## src/rtl/actuator_power_scheduler.sv

```systemverilog
// actuator_power_scheduler
//   Gates the control core's per-actuator demand bits onto the actuator pins.
//   Each channel runs a small FSM that enforces minimum on and off times.
//   A round-robin arbiter grants at most one new load per cycle. It respects
//   the shared supply budget (MAX_ON) and the heater/cooler interlock.
// Ports
//   clk         system clock
//   rst         synchronous reset, active-high (wins over en/pause)
//   en          clock enable; 0 freezes every register
//   pause       forces all channels off, blocks new grants
//   req         per-channel level demand
//   grant       registered actuator drive
//   active_cnt  registered popcount(grant)
//   full        registered, active_cnt == MAX_ON
module actuator_power_scheduler #(
  parameter int N_CH        = 5,
  parameter int MAX_ON      = 2,
  parameter int MIN_ON_CYC  = 25_000_000,
  parameter int MIN_OFF_CYC = 25_000_000,
  parameter int CNT_W       = 26,
  parameter int EXCL_A      = 1,
  parameter int EXCL_B      = 2
) (
  input  logic            clk,
  input  logic            rst,
  input  logic            en,
  input  logic            pause,
  input  logic [N_CH-1:0] req,
  output logic [N_CH-1:0] grant,
  output logic [2:0]      active_cnt,
  output logic            full
);

  localparam int             PTR_W      = (N_CH > 1) ? $clog2(N_CH) : 1;
  localparam logic [CNT_W-1:0] ON_RELOAD  = CNT_W'(MIN_ON_CYC - 1);
  localparam logic [CNT_W-1:0] OFF_RELOAD = CNT_W'(MIN_OFF_CYC - 1);
  localparam logic [2:0]       MAX_ON_W   = 3'(MAX_ON);

  typedef enum logic [1:0] {
    OFF_READY = 2'd0,
    OFF_LOCK  = 2'd1,
    ON_LOCK   = 2'd2,
    ON_FREE   = 2'd3
  } ch_state_t;

  logic [N_CH-1:0]  grant_reg;
  logic [2:0]       active_cnt_reg;
  logic             full_reg;
  logic [PTR_W-1:0] rr_ptr_reg;
  logic [PTR_W-1:0] rr_ptr_next;

  logic [N_CH-1:0]  elig;        // channel may be granted this cycle
  logic [N_CH-1:0]  partner_on;  // interlock partner currently granted
  logic [N_CH-1:0]  cand;
  logic [N_CH-1:0]  win_onehot;
  logic [N_CH-1:0]  on_next;
  logic             win_valid;
  logic [PTR_W-1:0] win_idx;
  logic [2:0]       active_next;
  logic             budget_ok;

  // Budget and interlock use the registered grant vector. A channel that
  // releases this cycle therefore frees nothing until the following cycle.
  assign budget_ok = (active_cnt_reg < MAX_ON_W);
  assign cand      = req & elig & ~partner_on & {N_CH{budget_ok & ~pause}};

  // Round-robin search starting at rr_ptr; the first candidate found wins.
  always_comb begin
    int idx;
    win_valid = 1'b0;
    win_idx   = '0;
    idx       = 0;
    for (int k = 0; k < N_CH; k++) begin
      idx = (int'(rr_ptr_reg) + k) % N_CH;
      if (!win_valid && cand[idx]) begin
        win_valid = 1'b1;
        win_idx   = PTR_W'(idx);
      end
    end
  end

  always_comb begin
    win_onehot = '0;
    if (win_valid) win_onehot[win_idx] = 1'b1;
  end

  always_comb begin
    rr_ptr_next = rr_ptr_reg;
    if (win_valid) begin
      rr_ptr_next = (int'(win_idx) == N_CH - 1) ? '0 : win_idx + PTR_W'(1);
    end
  end

  genvar gi;
  generate
    for (gi = 0; gi < N_CH; gi++) begin : g_ch
      ch_state_t        st_reg;
      ch_state_t        st_next;
      logic [CNT_W-1:0] cnt_reg;
      logic [CNT_W-1:0] cnt_next;

      if (EXCL_A != EXCL_B && gi == EXCL_A) begin : g_pa
        assign partner_on[gi] = grant_reg[EXCL_B];
      end else if (EXCL_A != EXCL_B && gi == EXCL_B) begin : g_pb
        assign partner_on[gi] = grant_reg[EXCL_A];
      end else begin : g_pn
        assign partner_on[gi] = 1'b0;
      end

      // An expired OFF_LOCK counts as eligible, so it needs no dead cycle in OFF_READY.
      assign elig[gi]    = (st_reg == OFF_READY) ||
                           ((st_reg == OFF_LOCK) && (cnt_reg == '0));
      assign on_next[gi] = (st_next == ON_LOCK) || (st_next == ON_FREE);

      always_ff @(posedge clk) begin
        if (rst) begin
          st_reg  <= OFF_READY;
          cnt_reg <= '0;
        end else if (en) begin
          st_reg  <= st_next;
          cnt_reg <= cnt_next;
        end
      end

      // A win is impossible while pause is high, because cand is masked.
      always_comb begin
        st_next  = st_reg;
        cnt_next = cnt_reg;
        case (st_reg)
          OFF_READY: begin
            if (win_onehot[gi]) begin
              st_next  = ON_LOCK;
              cnt_next = ON_RELOAD;
            end
          end
          OFF_LOCK: begin
            if (cnt_reg != '0) begin
              cnt_next = cnt_reg - CNT_W'(1);
            end else if (win_onehot[gi]) begin
              st_next  = ON_LOCK;
              cnt_next = ON_RELOAD;
            end else begin
              st_next = OFF_READY;
            end
          end
          ON_LOCK: begin
            if (pause) begin
              st_next  = OFF_LOCK;
              cnt_next = OFF_RELOAD;
            end else if (cnt_reg != '0) begin
              cnt_next = cnt_reg - CNT_W'(1);
            end else if (!req[gi]) begin
              st_next  = OFF_LOCK;
              cnt_next = OFF_RELOAD;
            end else begin
              st_next = ON_FREE;
            end
          end
          ON_FREE: begin
            if (pause || !req[gi]) begin
              st_next  = OFF_LOCK;
              cnt_next = OFF_RELOAD;
            end
          end
          default: begin
            st_next  = OFF_READY;
            cnt_next = '0;
          end
        endcase
      end
    end
  endgenerate

  always_comb begin
    active_next = '0;
    for (int i = 0; i < N_CH; i++) begin
      active_next = active_next + 3'(on_next[i]);
    end
  end

  always_ff @(posedge clk) begin
    if (rst) begin
      grant_reg      <= '0;
      active_cnt_reg <= '0;
      full_reg       <= 1'b0;
      rr_ptr_reg     <= '0;
    end else if (en) begin
      grant_reg      <= on_next;
      active_cnt_reg <= active_next;
      full_reg       <= (active_next == MAX_ON_W);
      rr_ptr_reg     <= rr_ptr_next;
    end
  end

  assign grant      = grant_reg;
  assign active_cnt = active_cnt_reg;
  assign full       = full_reg;

endmodule
```

## config.mk

```make
export PLATFORM = sky130hd
export DESIGN_NAME = actuator_power_scheduler
export DESIGN_NICKNAME = d
export VERILOG_FILES = /design/src/rtl/actuator_power_scheduler.sv
export SDC_FILE = /design/constraint.sdc
export NUM_CORES = 1
export LEC_CHECK = 0
export ABC_AREA = 1
export CORE_ASPECT_RATIO = 0.7
export CORE_MARGIN = 2
export CORE_UTILIZATION = 63
export CTS_CLUSTER_SIZE = 10
export DETAILED_ROUTE_END_ITERATION = 6
export PLACE_DENSITY = 0.81
export RECOVER_POWER = 50
export SLEW_MARGIN = 30
export SYNTH_ARGS = -nofsm -noshare
export SYNTH_HDL_FRONTEND = slang
export SYNTH_SLANG_ARGS = --single-unit
```

## constraint.sdc

```tcl
create_clock -name clk -period 7.3 [get_ports clk]
set_input_delay 1.46 -clock clk [delete_from_list [all_inputs] [get_ports clk]]
set_output_delay 1.46 -clock clk [all_outputs]
set_load 0.1 [all_outputs]
```

# [Word level (Yosys, flattened, before mapping)]
# Cells that the tools add are included.
[totals] ff_bits=152 latchBits=0 mem_bits_rw=0 mem_bits_ro=0 in_bits=9 output_inout_bits=9 word_cells=243 memories=0
[classes] add_sub_neg=14 multipliers=0 div_mod_pow=5 magnitude_cmp=8 eq_ne=37 shifts=0 n_mux=104 n_bitwise=6 n_reduce_logical=55
[ops] op="26-bit 2-to-1 mux" count=30
[ops] op="26-bit case mux with 4 select lines" count=5
[ops] op="32-bit by 5-bit less-than comparator with 1-bit output (second input constant)" count=5
[ops] op="26-bit logical NOT" count=5
[ops] op="26-bit nonzero test" count=5
[ops] op="26-bit by 1-bit subtractor with 26-bit output (second input constant)" count=5
[ops] op="32-bit by 4-bit modulo with 32-bit output (second input constant)" count=4
[ops] op="2-bit 2-to-1 mux" count=35
[ops] op="2-bit == test (second input constant)" count=20
[ops] op="2-bit case mux with 4 select lines" count=5
[ops] op="4-bit by 4-bit modulo with 32-bit output (second input constant)" count=1
[ops] op="4-bit != test (second input constant)" count=5
[ops] op="3-bit 2-to-1 mux" count=6
[ops] op="1-bit 2-to-1 mux" count=16
[ops] op="5-bit bitwise AND" count=3
[ops] op="1-bit binary-select mux with 3-bit select" count=5
[ops] op="1-bit logical OR" count=15
[ops] op="3-bit AND reduction" count=5
[ops] op="2-bit by 1-bit == test with 1-bit output (second input constant)" count=5
[ops] op="1-bit logical AND" count=10
[ops] op="2-bit logical NOT" count=5
[ops] op="2-bit != test (second input constant)" count=5
[ops] op="1-bit logical NOT" count=9
[ops] op="3-bit by 2-bit adder with 4-bit output (second input constant)" count=2
[ops] op="17 further kinds" count=18

# [Depth between registers and ports, before layout]
[depth] ltp_word=37 mapped_depth=39 mapped_depth_nobuf=38

# [Worst setup path after synthesis]
# No wires, ideal clock.
[synth_path] kind="input to register" startpoint="input port pause" endpoint="register full_reg, in the netlist full" setup_time_ps=132 t_arrival_ps=4946 required_ps=7168 setup_slack_ps=2221 stages=25 n_path_buf=1 path_cell_list="buf_2 -> inv_2 -> nand2_1 -> nor4_1 -> a21boi_2 -> nand2_1 -> nand3_1 -> nand2_1 -> nand2_1 -> nand2_2 -> nand4_1 -> nor2_1 -> nor2_4 -> nand3_4 -> a21oi_4 -> nand2_4 -> inv_2 -> or2_1 -> inv_1 -> fa_1 -> inv_1 -> fa_1 -> ha_1 -> nand3_1 -> a21oi_1"
[synth_via] elab_chain_len=34 elab_cells_between_ends=97 classes_between="4 x add/sub; 2 x order compare; 11 x eq/ne; 58 x mux; 3 x bitwise; 19 x reduce/logical"
[synth_rtl] item="start: declaration" line="27" rtl="input logic pause,"
[synth_rtl] item="1-bit NOT" line="65" rtl="assign cand = req & elig & ~partner_on & {N_CH{budget_ok & ~pause}};"
[synth_rtl] item="1-bit bitwise AND" line="65"
[synth_rtl] item="5-bit bitwise AND" line="65"
[synth_rtl] item="1-bit binary-select mux with 3-bit select" line="75" rtl="if (!win_valid && cand[idx]) begin"
[synth_rtl] item="1-bit 2-to-1 mux (not written as such) (2 in series)" line="75"
[synth_rtl] item="1-bit 2-to-1 mux" line="75"
[synth_rtl] item="1-bit logical NOT" line="75"
[synth_rtl] item="1-bit logical AND" line="75"
[synth_rtl] item="(+18 left out)"
[synth_rtl] item="2-bit == test" line="113" rtl="assign on_next[gi] = (st_next == ON_LOCK) || (st_next == ON_FREE);"
[synth_rtl] item="1-bit logical OR" line="113"
[synth_rtl] item="1-bit by 1-bit adder with 2-bit output" line="177" rtl="active_next = active_next + 3'(on_next[i]);"
[synth_rtl] item="2-bit by 1-bit adder with 3-bit output" line="177"
[synth_rtl] item="3-bit by 1-bit adder with 3-bit output" line="177"
[synth_rtl] item="3-bit by 1-bit adder with 3-bit output *" line="177"
[synth_rtl] item="net active_next[1]" line="59" rtl="logic [2:0] active_next;"
[synth_rtl] item="3-bit by 2-bit == test with 1-bit output *" line="190" rtl="full_reg <= (active_next == MAX_ON_W);"
[synth_rtl] item="end signal: assignment" line="190"
[synth_rtl] item="end: declaration" line="48" rtl="logic full_reg;"
# Mark *: on every way through the listed nets, which the timed path passes. The rest lies on a longest branch. The select of a mux whose other input is x is not followed.
# A chain may end at the register's enable or synchronous reset.

# [Final worst setup path]
[layout_path] startpoint="register rr_ptr_reg[0]" endpoint="register full_reg, in the netlist full"
[layout_via] elab_chain_len=32 elab_cells_between_ends=88 classes_between="8 x add/sub; 5 x div; 2 x order compare; 11 x eq/ne; 48 x mux; 14 x reduce/logical"
[layout_rtl] item="start: declaration" line="49" rtl="logic [PTR_W-1:0] rr_ptr_reg;"
[layout_rtl] item="start signal: assignment" line="191" rtl="rr_ptr_reg <= rr_ptr_next;"
[layout_rtl] item="branches (longest 21 deep; another with 32-bit by 4-bit modulo with 32-bit output)"
[layout_rtl] item="5-bit 2-to-1 mux *" line="84" rtl="if (win_valid) win_onehot[win_idx] = 1'b1;"
[layout_rtl] item="2-bit 2-to-1 mux" line="139" rtl="end else if (win_onehot[gi]) begin"
[layout_rtl] item="2-bit 2-to-1 mux" line="137" rtl="if (cnt_reg != '0) begin"
[layout_rtl] item="2-bit case mux with 4 select lines" line="129" rtl="case (st_reg)"
[layout_rtl] item="2-bit == test" line="113"
[layout_rtl] item="1-bit logical OR" line="113"
[layout_rtl] item="1-bit by 1-bit adder with 2-bit output" line="177"
[layout_rtl] item="2-bit by 1-bit adder with 3-bit output" line="177"
[layout_rtl] item="3-bit by 1-bit adder with 3-bit output" line="177"
[layout_rtl] item="3-bit by 1-bit adder with 3-bit output *" line="177"
[layout_rtl] item="net active_next[1]" line="59"
[layout_rtl] item="3-bit by 2-bit == test with 1-bit output *" line="190"
# Mark *: on every way through the listed nets, which the timed path passes. The select of a mux whose other input is x is not followed.

==> impl_table.tex <==
\begin{tabular}{lr}
\hline
Metric & Value \\
\hline
\multicolumn{2}{l}{\textbf{GRT}} \\
\quad Maximum number of pins on one net before global-route repair & 83 \\
\quad Total global routing track utilization & $\sim$35\% \\
\quad Global-route congestion overflow total & 0 \\
\quad First-pass GRT wire length & roughly 62 mm \\
\quad Number of antenna violations at the first check in global routing & 0 \\
\quad Vias in the first global route & 12532 \\
\multicolumn{2}{l}{\textbf{STA}} \\
\quad Max-slew violation count & $\sim$150 \\
\quad Fin Setup TNS & 0 ps \\
\quad Maximum achievable frequency & 154 MHz \\
\quad Unrepaired setup endpoints after global routing & no \\
\quad Number of hold-slack violations in the final timing report & 0 \\
\quad Skew final & roughly 12 ps \\
\quad Worst Max-Slew Pin Slew & 3860 ps \\
\quad Final critical path time including I/O delays and setup & around 6500 ps \\
\quad Final hold slack & 474 ps \\
\quad Number of setup violations in the final report & 0 \\
\quad Period utilization & 89.2\% \\
\quad Worst slew margin & -157\% \\
\quad Worst path setup slack after routing & 785 ps \\
\multicolumn{2}{l}{\textbf{Clock network}} \\
\quad Gates resized, CTS repair & 0 \\
\quad Worst-skew pair later-pin latency & $\sim$450 ps \\
\quad Sink Count & between 150 and 200 \\
\quad Post-CTS Hold Fix Bufs & 0 \\
\quad Post-CTS repair timing setup buffer count & 0 \\
\quad Clock tree root buffer cell & sky130\_fd\_sc\_hd\_\_clkbuf\_16 \\
\quad CTS tree & built \\
\quad Buffer depth of the longest clock path & 2 \\
\quad CTS Buf Count & 17 \\
\quad Total number of H-tree levels & 4 \\
\quad Clk slew on worst S/H paths & roughly 70 ps \\
\multicolumn{2}{l}{\textbf{Routing}} \\
\quad Vias after detailed routing & between 10000 and 15000 \\
\quad Avg WL per Cell & about 16 um \\
\quad Total length of routed wires & 38.4 mm \\
\quad 1st-iter DRT viols & around 2000 \\
\quad TritonRoute pass-1 iters & 7 \\
\quad Final ANT Viol Nets & 0 \\
\quad Drt drc & 0 \\
\quad Vias per Instance & 6.09 \\
\multicolumn{2}{l}{\textbf{Worst setup path}} \\
\quad Crit. End Element & flop \\
\quad CP max FO & 19 \\
\quad Path depth of the worst reg2reg path & 31 \\
\quad Buf/Inv on CP & 8 \\
\quad Critical register-to-register path endpoint & full \\
\quad Crit path max-delay family & adder cells \\
\quad Startpoint of the worst-slack reg-to-reg timing path & rr\_ptr\_reg[0] \\
\quad Class of the most critical setup path & reg -> reg \\
\quad Highest-delay cell along the critical path & sky130\_fd\_sc\_hd\_\_dfxtp\_1 \\
\quad Worst stage delay on the critical path & 740 ps \\
\quad Data required time at the worst endpoint & about 7600 ps \\
\quad Minimum setup slack among reg-to-reg paths & between 700 and 800 ps \\
\quad Most common cell type on the critical path & sky130\_fd\_sc\_hd\_\_inv\_1 \\
\quad WP data arrival & about 6800 ps \\
\quad Setup crit start kind & flop \\
\multicolumn{2}{l}{\textbf{Logic synthesis}} \\
\quad Synth warnings & 0 \\
\quad Post-synthesis instance area & roughly 0.013 sq mm \\
\quad Synthesized area per cell & $\sim$6.2 sq um \\
\quad Number of enable-type register cells in the synthesized netlist & 0 \\
\quad Syn Nets & approximately 2100 \\
\quad Cell variety after synth & slightly above 60 \\
\quad Most common flop cell mapped by yosys & sky130\_fd\_sc\_hd\_\_dfxtp\_1 \\
\quad Number of cells produced by synthesis & roughly 2100 \\
\quad Async S/R FF share, synth & 0\% \\
\quad Flop and latch count out of synthesis & about 150 \\
\quad Sequential share of the synthesized area & between 20\% and 30\% \\
\multicolumn{2}{l}{\textbf{Pwr}} \\
\quad Maximum vdd drop & about 0.35 mV \\
\quad LEAKAGE & 6.38 nW \\
\quad Total chip power & 6.57 mW \\
\quad Cell Pwr Density & slightly below 500 mW/mm\^{}2 \\
\multicolumn{2}{l}{\textbf{Layout}} \\
\quad Final core utilization & between 60 and 70\% \\
\quad Proportion of layout cells with a drive suffix above 1 & a little under 7\% \\
\quad Most common cell after layout, fill and taps aside & sky130\_fd\_sc\_hd\_\_nand2\_1 \\
\quad Flip-flop count of the largest register after layout & 130 \\
\quad Area growth, synth to finish & 6.16\% \\
\quad Count of antenna diodes in the layout & 0 \\
\quad Top library cells by usage in the layout, fill and taps aside & sky130\_fd\_sc\_hd\_\_nand2\_1, sky130\_fd\_sc\_hd\_\_inv\_1, sky130\_fd\_sc\_hd\_\_a21oi\_1 \\
\quad Post-layout net count & about 2100 \\
\multicolumn{2}{l}{\textbf{Hold path}} \\
\quad Sink of the worst hold path & grant[3] \\
\quad Class of the most critical hold timing path & reg -> reg \\
\quad Worst hold stages & 2 \\
\quad Critical hold path startpoint & grant[3] \\
\multicolumn{2}{l}{\textbf{Floorplan}} \\
\quad DIE HEIGHT & between 100 and 150 um \\
\quad Core Box Area & around 0.020 sq mm \\
\quad Die Footprint & around 0.022 sq mm \\
\quad Initial core utilization & between 60\% and 70\% \\
\quad Total number of placement rows & 43 \\
\quad Floorplan die width & 175 um \\
\quad Number of ports placed on the die boundary & 18 \\
\multicolumn{2}{l}{\textbf{Run}} \\
\quad Max Cap Violations & 2 \\
\multicolumn{2}{l}{\textbf{Placement}} \\
\quad Last weighted congestion value of the routability-driven placer & roughly 0.97 \\
\quad Count of input and output buffers & 17 \\
\quad Dpl hpwl & 26.1 mm \\
\quad Minimum setup slack after placement & slightly below 900 ps \\
\multicolumn{2}{l}{\textbf{Outcome}} \\
\quad Result of the run & finished, violations left \\
\quad Violations in the final reports & max-capacitance violations, max-slew violations \\
\hline
\end{tabular}
[layout make-up]
class                   instances  area, sq um
clock buffers                  19          433
clock inverters                13          154
fillers                      1757         6230
inverters                     297         1120
multi-input cells            1559         8300
flip-flops and latches        152         3040
well taps                     270          338
repair buffers                 35          290
[cell usage after synthesis, types with 9 or more instances]
| cell type | number | area (sq um) |
|---|---|---|
| sky130_fd_sc_hd__o21ai_1 | 21 | 105 |
| sky130_fd_sc_hd__nand2_1 | 374 | 1400 |
| sky130_fd_sc_hd__a21oi_1 | 213 | 1070 |
| sky130_fd_sc_hd__clkbuf_1 | 61 | 229 |
| sky130_fd_sc_hd__ha_1 | 23 | 288 |
| sky130_fd_sc_hd__inv_1 | 273 | 1020 |
| sky130_fd_sc_hd__nor2_2 | 16 | 100 |
| sky130_fd_sc_hd__o31ai_1 | 26 | 195 |
| sky130_fd_sc_hd__nor4_1 | 14 | 87.6 |
| sky130_fd_sc_hd__o22ai_1 | 11 | 68.8 |
| sky130_fd_sc_hd__xor2_1 | 81 | 709 |
| sky130_fd_sc_hd__inv_2 | 17 | 63.8 |
| sky130_fd_sc_hd__a31oi_1 | 21 | 131 |
| sky130_fd_sc_hd__buf_2 | 11 | 55.1 |
| sky130_fd_sc_hd__nand3_1 | 185 | 926 |
| sky130_fd_sc_hd__nand4_1 | 32 | 200 |
| sky130_fd_sc_hd__xnor2_1 | 14 | 123 |
| sky130_fd_sc_hd__nor3_1 | 40 | 200 |
| sky130_fd_sc_hd__o211ai_1 | 17 | 128 |
| sky130_fd_sc_hd__nand2_2 | 23 | 144 |
| sky130_fd_sc_hd__nor2_1 | 200 | 751 |
| sky130_fd_sc_hd__nand3_2 | 9 | 90.1 |
| sky130_fd_sc_hd__o21ai_0 | 157 | 786 |
| sky130_fd_sc_hd__dfxtp_1 | 152 | 3040 |
[stage by stage]
stage                     instances  cell area (sq um)
after floorplan                2093              12900
after global placement         2313              13100
after detailed placement       2313              13100
after CTS                      2345              13700
after global routing           2345              13700
final                          2345              13700
[kinds of logic after synthesis]
family          count (synthesis)  share of synthesized area, %
simple gates                  920                          32.5
buf+inv                       382                          11.8
fa+ha+maj                      25                          2.55
mux                             1                        0.0777
flops                         152                          23.6
compound gates                517                          22.8
xor+xnor                       96                          6.59
[worst reg2reg max path, delay by kind of cell (launching register included)]
family	cells	cell delay (ps)
AOI/OAI and AO/OA	4	590
adders and majority gates	7	2210
buffers and inverters	8	940
DFF	1	740
and+or+nand+nor	12	1810
[routing by layer]
metal  global-route usage, %  share of wire [%]  up-vias
met5                       0                  0        -
met4                    9.11                1.4        0
met3                    7.57                 11       67
met2                    54.3                 42      821
met1                    50.4                 45     6458
li1                        -                  -     6926
[how the worst max path moves through the flow]
stage                       start  endpoint  cells after the start
floorplan                   pause      full                     25
global placement            pause      full                     25
detailed placement          pause      full                     27
CTS                 rr_ptr_reg[0]      full                     32
global route        rr_ptr_reg[0]      full                     35
finish              rr_ptr_reg[0]      full                     31
[report_power, final]
part | internal [mW] | switching (mW)
clock | 0.535 | 0.395
sequential | 1.08 | 0.311
combinational | 1.36 | 2.90
total | 2.97 | 3.60
Note: power is estimated with default switching activity, not from simulation.
